## src/rtl/ravenoc_pkg.sv

```systemverilog
// rtl/ravenoc_pkg.sv - shared types and sizing for the NI packet processor
// Purpose: flit type encoding, RX checker state encoding and datapath widths
// shared by pkt_proc_mvc, its interface and the per-VC RX framing checker.
package ravenoc_pkg;

  localparam int NumVC         = 3;
  localparam int FlitDataWidth = 32;
  localparam int PktWidth      = 8;
  localparam int PktSzLsb      = 0;
  localparam int VcWidth       = (NumVC > 1) ? $clog2(NumVC) : 1;
  localparam int FlitWidth     = FlitDataWidth + 2;

  typedef enum logic [1:0] {
    HEAD_FLIT = 2'd0,
    BODY_FLIT = 2'd1,
    TAIL_FLIT = 2'd2
  } flit_type_t;

  typedef enum logic {
    RX_IDLE   = 1'b0,
    RX_IN_PKT = 1'b1
  } rx_state_t;

endpackage

```

## src/rtl/pkt_proc_mvc_if.sv

```systemverilog
// rtl/pkt_proc_mvc_if.sv - handshake and status bundle of the NI packet processor
// Purpose: groups the AXI-side TX/RX flit streams, the router-side TX/RX flit
// streams and the per-VC status/clear vectors.
// Modports: slave  - the packet processor (consumes tx/noc_rx, drives noc_tx/rx)
//           master - the environment driving and observing the processor
interface pkt_proc_mvc_if;
  import ravenoc_pkg::*;

  logic                     tx_valid_i;
  logic [VcWidth-1:0]       tx_vc_i;
  logic [PktWidth-1:0]      tx_pkt_sz_i;
  logic [FlitDataWidth-1:0] tx_data_i;
  logic                     tx_ready_o;

  logic                     noc_tx_valid_o;
  logic [VcWidth-1:0]       noc_tx_vc_o;
  logic [FlitWidth-1:0]     noc_tx_fdata_o;
  logic                     noc_tx_ready_i;

  logic                     noc_rx_valid_i;
  logic [VcWidth-1:0]       noc_rx_vc_i;
  logic [FlitWidth-1:0]     noc_rx_fdata_i;
  logic                     noc_rx_ready_o;

  logic                     rx_valid_o;
  logic [VcWidth-1:0]       rx_vc_o;
  logic [FlitDataWidth-1:0] rx_data_o;
  logic [1:0]               rx_ftype_o;
  logic                     rx_ready_i;

  logic [NumVC-1:0]         tx_busy_o;
  logic [NumVC-1:0]         tx_pkt_done_o;
  logic [NumVC-1:0]         rx_pkt_done_o;
  logic [NumVC-1:0]         rx_err_o;
  logic [NumVC-1:0]         rx_err_clr_i;

  modport slave (
    input  tx_valid_i, tx_vc_i, tx_pkt_sz_i, tx_data_i,
    output tx_ready_o,
    output noc_tx_valid_o, noc_tx_vc_o, noc_tx_fdata_o,
    input  noc_tx_ready_i,
    input  noc_rx_valid_i, noc_rx_vc_i, noc_rx_fdata_i,
    output noc_rx_ready_o,
    output rx_valid_o, rx_vc_o, rx_data_o, rx_ftype_o,
    input  rx_ready_i,
    output tx_busy_o, tx_pkt_done_o, rx_pkt_done_o, rx_err_o,
    input  rx_err_clr_i
  );

  modport master (
    output tx_valid_i, tx_vc_i, tx_pkt_sz_i, tx_data_i,
    input  tx_ready_o,
    input  noc_tx_valid_o, noc_tx_vc_o, noc_tx_fdata_o,
    output noc_tx_ready_i,
    output noc_rx_valid_i, noc_rx_vc_i, noc_rx_fdata_i,
    input  noc_rx_ready_o,
    input  rx_valid_o, rx_vc_o, rx_data_o, rx_ftype_o,
    output rx_ready_i,
    input  tx_busy_o, tx_pkt_done_o, rx_pkt_done_o, rx_err_o,
    output rx_err_clr_i
  );

endinterface

```

## src/rtl/pkt_proc_mvc_rx_chk.sv

```systemverilog
// rtl/pkt_proc_mvc_rx_chk.sv - per-VC RX framing checker
// Purpose: tracks HEAD/BODY/TAIL framing of one VC against the head size.
// Ports: clk_axi, arst_axi (sync, active-high); flit_hs - handshake on this VC;
//        flit_type/flit_size - type and head size field of the flit;
//        err_clr - W1C clear; pkt_done - registered completion pulse;
//        err - sticky framing error.
module pkt_rx_chk
  import ravenoc_pkg::*;
(
  input  logic                clk_axi,
  input  logic                arst_axi,
  input  logic                flit_hs,
  input  logic [1:0]          flit_type,
  input  logic [PktWidth-1:0] flit_size,
  input  logic                err_clr,
  output logic                pkt_done,
  output logic                err
);

  rx_state_t           state_q, state_d;
  logic [PktWidth-1:0] rcnt_q, rcnt_d;
  logic                err_q, err_d;
  logic                done_q, done_d;
  logic                set_err;

  always_ff @(posedge clk_axi) begin
    if (arst_axi) begin
      state_q <= RX_IDLE;
      rcnt_q  <= '0;
      err_q   <= 1'b0;
      done_q  <= 1'b0;
    end else begin
      state_q <= state_d;
      rcnt_q  <= rcnt_d;
      err_q   <= err_d;
      done_q  <= done_d;
    end
  end

  always_comb begin
    state_d = state_q;
    rcnt_d  = rcnt_q;
    set_err = 1'b0;
    done_d  = 1'b0;
    if (flit_hs) begin
      case (flit_type)
        HEAD_FLIT: begin
          // A head inside a packet aborts it, then starts a fresh packet.
          if (state_q == RX_IN_PKT) set_err = 1'b1;
          if (flit_size == '0) begin
            state_d = RX_IDLE;
            rcnt_d  = '0;
            done_d  = 1'b1;
          end else begin
            state_d = RX_IN_PKT;
            rcnt_d  = flit_size;
          end
        end
        BODY_FLIT: begin
          if (state_q == RX_IN_PKT && rcnt_q > PktWidth'(1)) begin
            rcnt_d = rcnt_q - PktWidth'(1);
          end else begin
            set_err = 1'b1;
            state_d = RX_IDLE;
            rcnt_d  = '0;
          end
        end
        TAIL_FLIT: begin
          if (state_q == RX_IN_PKT && rcnt_q == PktWidth'(1)) begin
            state_d = RX_IDLE;
            rcnt_d  = '0;
            done_d  = 1'b1;
          end else begin
            set_err = 1'b1;
            state_d = RX_IDLE;
            rcnt_d  = '0;
          end
        end
        default: set_err = 1'b1;  // reserved type: flag, keep state
      endcase
    end
    // Setting wins over a simultaneous clear so no error is ever lost.
    err_d = set_err ? 1'b1 : (err_clr ? 1'b0 : err_q);
  end

  assign pkt_done = done_q;
  assign err      = err_q;

endmodule

```

## src/rtl/pkt_proc_mvc.sv

```systemverilog
// rtl/pkt_proc_mvc.sv - NI packet processor with per-VC framing
// Purpose: TX frames AXI flits as HEAD/BODY/TAIL per VC (VCs may interleave);
// RX strips the flit type, forwards payload and checks per-VC framing.
// Ports: clk_axi - clock; arst_axi - synchronous active-high reset;
//        bus (pkt_proc_mvc_if.slave) - AXI TX/RX streams, router TX/RX
//        streams, tx_busy/tx_pkt_done/rx_pkt_done/rx_err status, rx_err_clr.
module pkt_proc_mvc
  import ravenoc_pkg::*;
(
  input  logic           clk_axi,
  input  logic           arst_axi,
  pkt_proc_mvc_if.slave  bus
);

  // ---------------- TX ----------------
  logic [NumVC-1:0]               busy_q, busy_d;
  logic [NumVC-1:0][PktWidth-1:0] cnt_q, cnt_d;
  logic [NumVC-1:0]               tx_done_q, tx_done_d;
  logic                           cur_busy;
  logic [PktWidth-1:0]            cur_cnt;
  flit_type_t                     tx_type;
  logic                           tx_acc;

  assign tx_acc = bus.tx_valid_i && bus.noc_tx_ready_i;

  // Select the addressed VC's framing state; an out-of-range VC reads idle.
  always_comb begin
    cur_busy = 1'b0;
    cur_cnt  = '0;
    for (int v = 0; v < NumVC; v++) begin
      if (bus.tx_vc_i == VcWidth'(v)) begin
        cur_busy = busy_q[v];
        cur_cnt  = cnt_q[v];
      end
    end
  end

  always_comb begin
    tx_type = HEAD_FLIT;
    if (cur_busy) tx_type = (cur_cnt > PktWidth'(1)) ? BODY_FLIT : TAIL_FLIT;
  end

  always_comb begin
    busy_d    = busy_q;
    cnt_d     = cnt_q;
    tx_done_d = '0;
    for (int v = 0; v < NumVC; v++) begin
      if (tx_acc && bus.tx_vc_i == VcWidth'(v)) begin
        if (!busy_q[v]) begin
          if (bus.tx_pkt_sz_i != '0) begin
            busy_d[v] = 1'b1;
            cnt_d[v]  = bus.tx_pkt_sz_i;
          end else begin
            tx_done_d[v] = 1'b1;  // head-only packet
          end
        end else begin
          if (cnt_q[v] != '0) cnt_d[v] = cnt_q[v] - PktWidth'(1);
          if (cnt_q[v] <= PktWidth'(1)) begin
            busy_d[v]    = 1'b0;
            tx_done_d[v] = 1'b1;
          end
        end
      end
    end
  end

  always_ff @(posedge clk_axi) begin
    if (arst_axi) begin
      busy_q    <= '0;
      cnt_q     <= '0;
      tx_done_q <= '0;
    end else begin
      busy_q    <= busy_d;
      cnt_q     <= cnt_d;
      tx_done_q <= tx_done_d;
    end
  end

  assign bus.noc_tx_valid_o = bus.tx_valid_i;
  assign bus.noc_tx_vc_o    = bus.tx_vc_i;
  assign bus.tx_ready_o     = bus.noc_tx_ready_i;
  assign bus.noc_tx_fdata_o = bus.tx_valid_i ? {tx_type, bus.tx_data_i} : '0;
  assign bus.tx_busy_o      = busy_q;
  assign bus.tx_pkt_done_o  = tx_done_q;

  // ---------------- RX ----------------
  logic                rx_hs;
  logic [1:0]          rx_type;
  logic [PktWidth-1:0] rx_size;
  logic [NumVC-1:0]    rx_done;
  logic [NumVC-1:0]    rx_err;

  assign rx_hs   = bus.noc_rx_valid_i && bus.rx_ready_i;
  assign rx_type = bus.noc_rx_fdata_i[FlitWidth-1 -: 2];
  assign rx_size = bus.noc_rx_fdata_i[PktSzLsb +: PktWidth];

  for (genvar gv = 0; gv < NumVC; gv++) begin : g_rx_chk
    pkt_rx_chk u_chk (
      .clk_axi   (clk_axi),
      .arst_axi  (arst_axi),
      .flit_hs   (rx_hs && (bus.noc_rx_vc_i == VcWidth'(gv))),
      .flit_type (rx_type),
      .flit_size (rx_size),
      .err_clr   (bus.rx_err_clr_i[gv]),
      .pkt_done  (rx_done[gv]),
      .err       (rx_err[gv])
    );
  end

  assign bus.rx_valid_o     = bus.noc_rx_valid_i;
  assign bus.rx_vc_o        = bus.noc_rx_vc_i;
  assign bus.rx_data_o      = bus.noc_rx_fdata_i[FlitDataWidth-1:0];
  assign bus.rx_ftype_o     = rx_type;
  assign bus.noc_rx_ready_o = bus.rx_ready_i;
  assign bus.rx_pkt_done_o  = rx_done;
  assign bus.rx_err_o       = rx_err;

endmodule

```

## src/flat_wrapper.sv

```systemverilog
// flat-port wrapper written by rule: the top's interface ports become plain ports
module pkt_proc_mvc_flat import ravenoc_pkg::*;
  (clk_axi, arst_axi, bus_tx_valid_i, bus_tx_vc_i, bus_tx_pkt_sz_i, bus_tx_data_i, bus_tx_ready_o, bus_noc_tx_valid_o, bus_noc_tx_vc_o, bus_noc_tx_fdata_o, bus_noc_tx_ready_i, bus_noc_rx_valid_i, bus_noc_rx_vc_i, bus_noc_rx_fdata_i, bus_noc_rx_ready_o, bus_rx_valid_o, bus_rx_vc_o, bus_rx_data_o, bus_rx_ftype_o, bus_rx_ready_i, bus_tx_busy_o, bus_tx_pkt_done_o, bus_rx_pkt_done_o, bus_rx_err_o, bus_rx_err_clr_i);
  pkt_proc_mvc_if bus_i ();
  input  logic clk_axi;
  input  logic arst_axi;
  input wire logic [$bits(bus_i.tx_valid_i)-1:0] bus_tx_valid_i;
  input wire logic [$bits(bus_i.tx_vc_i)-1:0] bus_tx_vc_i;
  input wire logic [$bits(bus_i.tx_pkt_sz_i)-1:0] bus_tx_pkt_sz_i;
  input wire logic [$bits(bus_i.tx_data_i)-1:0] bus_tx_data_i;
  output wire logic [$bits(bus_i.tx_ready_o)-1:0] bus_tx_ready_o;
  output wire logic [$bits(bus_i.noc_tx_valid_o)-1:0] bus_noc_tx_valid_o;
  output wire logic [$bits(bus_i.noc_tx_vc_o)-1:0] bus_noc_tx_vc_o;
  output wire logic [$bits(bus_i.noc_tx_fdata_o)-1:0] bus_noc_tx_fdata_o;
  input wire logic [$bits(bus_i.noc_tx_ready_i)-1:0] bus_noc_tx_ready_i;
  input wire logic [$bits(bus_i.noc_rx_valid_i)-1:0] bus_noc_rx_valid_i;
  input wire logic [$bits(bus_i.noc_rx_vc_i)-1:0] bus_noc_rx_vc_i;
  input wire logic [$bits(bus_i.noc_rx_fdata_i)-1:0] bus_noc_rx_fdata_i;
  output wire logic [$bits(bus_i.noc_rx_ready_o)-1:0] bus_noc_rx_ready_o;
  output wire logic [$bits(bus_i.rx_valid_o)-1:0] bus_rx_valid_o;
  output wire logic [$bits(bus_i.rx_vc_o)-1:0] bus_rx_vc_o;
  output wire logic [$bits(bus_i.rx_data_o)-1:0] bus_rx_data_o;
  output wire logic [$bits(bus_i.rx_ftype_o)-1:0] bus_rx_ftype_o;
  input wire logic [$bits(bus_i.rx_ready_i)-1:0] bus_rx_ready_i;
  output wire logic [$bits(bus_i.tx_busy_o)-1:0] bus_tx_busy_o;
  output wire logic [$bits(bus_i.tx_pkt_done_o)-1:0] bus_tx_pkt_done_o;
  output wire logic [$bits(bus_i.rx_pkt_done_o)-1:0] bus_rx_pkt_done_o;
  output wire logic [$bits(bus_i.rx_err_o)-1:0] bus_rx_err_o;
  input wire logic [$bits(bus_i.rx_err_clr_i)-1:0] bus_rx_err_clr_i;
  assign bus_i.tx_valid_i = bus_tx_valid_i;
  assign bus_i.tx_vc_i = bus_tx_vc_i;
  assign bus_i.tx_pkt_sz_i = bus_tx_pkt_sz_i;
  assign bus_i.tx_data_i = bus_tx_data_i;
  assign bus_tx_ready_o = bus_i.tx_ready_o;
  assign bus_noc_tx_valid_o = bus_i.noc_tx_valid_o;
  assign bus_noc_tx_vc_o = bus_i.noc_tx_vc_o;
  assign bus_noc_tx_fdata_o = bus_i.noc_tx_fdata_o;
  assign bus_i.noc_tx_ready_i = bus_noc_tx_ready_i;
  assign bus_i.noc_rx_valid_i = bus_noc_rx_valid_i;
  assign bus_i.noc_rx_vc_i = bus_noc_rx_vc_i;
  assign bus_i.noc_rx_fdata_i = bus_noc_rx_fdata_i;
  assign bus_noc_rx_ready_o = bus_i.noc_rx_ready_o;
  assign bus_rx_valid_o = bus_i.rx_valid_o;
  assign bus_rx_vc_o = bus_i.rx_vc_o;
  assign bus_rx_data_o = bus_i.rx_data_o;
  assign bus_rx_ftype_o = bus_i.rx_ftype_o;
  assign bus_i.rx_ready_i = bus_rx_ready_i;
  assign bus_tx_busy_o = bus_i.tx_busy_o;
  assign bus_tx_pkt_done_o = bus_i.tx_pkt_done_o;
  assign bus_rx_pkt_done_o = bus_i.rx_pkt_done_o;
  assign bus_rx_err_o = bus_i.rx_err_o;
  assign bus_i.rx_err_clr_i = bus_rx_err_clr_i;
  pkt_proc_mvc u_core (.clk_axi(clk_axi), .arst_axi(arst_axi), .bus(bus_i));
endmodule
```

## config.mk

```make
export PLATFORM = sky130hd
export DESIGN_NAME = pkt_proc_mvc_flat
export DESIGN_NICKNAME = d
export VERILOG_FILES = /design/src/rtl/ravenoc_pkg.sv /design/src/rtl/pkt_proc_mvc_if.sv /design/src/rtl/pkt_proc_mvc_rx_chk.sv /design/src/rtl/pkt_proc_mvc.sv /design/src/flat_wrapper.sv
export SDC_FILE = /design/constraint.sdc
export NUM_CORES = 1
export LEC_CHECK = 0
export ABC_CLOCK_PERIOD_IN_PS = 3700
export CORE_UTILIZATION = 30
export CTS_CLUSTER_DIAMETER = 30
export CTS_CLUSTER_SIZE = 40
export DETAILED_ROUTE_END_ITERATION = 10
export PLACE_DENSITY = 0.59
export SYNTH_ARGS = -nofsm -noshare
export SYNTH_HDL_FRONTEND = slang
export SYNTH_SLANG_ARGS = --single-unit
```

## constraint.sdc

```tcl
create_clock -name clk_axi -period 3.7 [get_ports clk_axi]
set_input_delay 0.925 -clock clk_axi [delete_from_list [all_inputs] [get_ports clk_axi]]
set_output_delay 0.925 -clock clk_axi [all_outputs]
set_load 0.02 [all_outputs]
```

==> flow_metrics.py <==
metrics = {
    "worst_setup_path": {
        "crit_fanout": 6,
        "path_class": "input pin to primary output",
        "crit_family": "buffers and inverters",
        "critical_path_arrival_ns": 2.63,
        "cp_cell_sequence": "clkdlybuf4s50_1 -> buf_4 -> nor2_1 -> nand3_1 -> nand3b_1 -> a21oi_1 -> clkdlybuf4s50_1",
        "crit_path_end_kind": "primary output",
        "cp.required_ns": 2.77,
        "crit_buf_inv": 3,
        "slowest_stage": "clkdlybuf4s50_1",
        "start_kind": "input pin",
        "cpMostUsedCell": "clkdlybuf4s50_1",
        "critPathMaxStageDelay_ns": 0.62,
    },
    "synthesis": {
        "ys_ff_latch": 63,
        "synth_edf_count": 0,
        "netlist_instances": 609,
        "avgSynthCellArea_sq_um": 7.91,
        "synth.distinct_cells": 69,
        "yosys.area.top_type_share": 0.262,
        "async_reset_ff_frac": 0,
        "synth_seq_area_share": 0.262,
        "syn_area_sq_um": 4810,
        "synth_area_leader_cell": "dfxtp_1",
        "synth.net_count": 716,
        "yosys-top-cells-area": "dfxtp_1 (26%), buf_4 (7.5%), ha_1 (5.2%)",
        "yosysWarnings": 0,
        "synth_flop_cell": "dfxtp_1",
    },
    "drt": {
        "vias": 5089,
        "ant_nets": 0,
        "routed_wirelength_um": 14900,
        "drc_errors": 0,
        "routed_via_density": 5.65,
        "drt_iter0_drc": 424,
        "dr.pass1.iters": 5,
        "wire_per_inst_um": 16.5,
    },
    "floorplan": {
        "die-area_sq_um": 16600,
        "dieWidth_um": 129,
        "start_util": 0.312,
        "io_pins": 175,
        "core_sq_um": 15400,
        "die_h_um": 129,
        "rows": 45,
    },
    "global_route": {
        "first_global_vias": 4845,
        "met3_usage": 0.0441,
        "grtUsageMet1": 0.206,
        "grt_usage": 0.181,
        "gr-total-overflow": 0,
        "grt_antenna_before_repair": 0,
        "grt_max_degree": 57,
        "grt_use_met2": 0.329,
        "grt_busiest_layer": "met2",
        "grt_pass1_wl_um": 23900,
    },
    "sta": {
        "slew_headroom": 0.425,
        "setup_viol": 0,
        "hold_viol_final": 0,
        "setup_tns_ns": 0,
        "worstMarginPinSlew_ns": 0.854,
        "fmax_ghz": 0.282,
        "slew_violations": 0,
        "period_minus_slack_ns": 3.55,
        "timing.final.crit_share": 0.960,
        "rsz0062_at_grt": "no",
        "skew_ns": 0.00841,
        "fin_ws_ns": 0.149,
    },
    "placement": {
        "dp_hpwl_um": 11100,
        "gp_congestion": 0.856,
        "port-buffer-count": 126,
        "place_inst": 885,
        "place_ws_ns": 0.0919,
    },
    "final_layout": {
        "area_delta_synth_final_pct": 31.0,
        "multiInputGateArea_sq_um": 2960,
        "final_cell_mix": "clkdlybuf4s50_1 (124), dfxtp_1 (63), nand2_1 (39)",
        "final_common_cell": "clkdlybuf4s50_1",
        "regArea_sq_um": 1260,
        "diodes": 0,
        "nFillCells": 1571,
        "nNetsFinal": 792,
        "final_layout_size_suffix_gt1_frac": 0.0797,
        "fin_cells": 901,
    },
    "clocking": {
        "clk_pin_slew_worst_paths_ns": 0.05,
        "cts_buffers": 9,
        "numClockSinks": 63,
        "clock_latency_ns": 0.34,
        "post_cts_buffers": 0,
        "clock_path_buffers": 2,
        "clock-root-buffer": "clkbuf_16",
        "ctsHtreeMaxLevel": 3,
        "postCtsHoldBufs": 0,
        "cts_tree": "done",
    },
    "power_and_ir_drop": {
        "power_leakage_nw": 2.22,
        "p_per_area_nw_per_um2": 325,
        "ir_drop_v": 0.000166,
        "power.total_mw": 2.05,
    },
    "flow_run": {
        "drv_cap": 0,
    },
    "min_path": {
        "min_path_type": "flip-flop to flip-flop",
    },
    "outcome": {
        "outcome": "finished clean",
    },
}
-- kinds of logic after synthesis --
logic type,synth area share
mux,0.0211
flops,0.262
buf+inv,0.123
fa+ha+maj,0.0520
simple gates,0.286
compound gates,0.256
-- cell type report --
cell class | instances | share of cell area
clock inverter | 3 | 0.0103
multi-input combinational | 439 | 0.470
clock buffer | 13 | 0.0413
timing repair buffer | 139 | 0.217
sequential | 63 | 0.200
tap | 211 | 0.0419
inverter | 33 | 0.0196
-- routing by layer --
layer / part of all wire / up-vias
met4: 0.015 / 0
met1: 0.42 / 2415
met5: 0 / -
li1: - / 2413
met3: 0.079 / 32
met2: 0.48 / 229
-- registers in the layout (all words and copies together), names as in the netlist --
| signal | flops |
|---|---|
| u_core.g_rx_chk.u_chk.pkt_done | 3 |
| u_core.g_rx_chk.u_chk.err | 3 |
| u_core.bus.tx_pkt_done_o | 3 |
| u_core.g_rx_chk.u_chk.rcnt_q | 24 |
| u_core.g_rx_chk.u_chk.state_q | 3 |
| u_core.bus.tx_busy_o | 3 |
| u_core.cnt_q | 24 |
-- worst paths after layout --
path                            from                     end  slack [ns]  cells after the start
max                   bus_tx_vc_i[0]  bus_noc_tx_fdata_o[32]        0.15                      7
min reg2reg         u_core.cnt_q[15]        u_core.cnt_q[15]        0.49                      2
max reg2reg  u_core.bus.tx_busy_o[0]         u_core.cnt_q[2]        1.57                      4
min                 u_core.cnt_q[15]        u_core.cnt_q[15]        0.49                      2
-- report_power, final --
group	total (mW)	leakage, nW	internal (mW)	switching (mW)
registers	0.709	0.509	0.692	0.0162
clock network	0.937	0.160	0.626	0.312
logic	0.405	1.55	0.191	0.215
-- synth_stat cells (11+ instances only) --
cell      instances
dfxtp_1          63
buf_4            48
nand2_1          39
a21oi_1          38
and2_1           33
inv_1            31
a31oi_1          26
nand3_1          25
clkbuf_1         23
nor2_1           23
o21ai_0          23
ha_1             20
nor3_1           17
nor4_1           13
nand2b_1         12
nand4_1          11
-- stage by stage --
step	cell area, sq um	hold WS, ns	util
floorplan	4810	0.457	-
CTS	6300	0.493	0.409
global route	6310	0.517	0.409
global placement	5980	0.477	0.388
detailed placement	5980	0.485	0.388
finish	6310	0.489	0.409
-- tightest hold or removal path: stages, from the launching register on --
cell and delay (ns):
dfxtp_1 0.31, o311ai_0 0.08, nand2_1 0.06
-- timing repair --
action	CTS	global route
endpoints found under the setup margin	0	1
hold endpoints to repair	0	0
gates resized for setup	0	1
No activity file was read; power rests on OpenSTA's default activity.
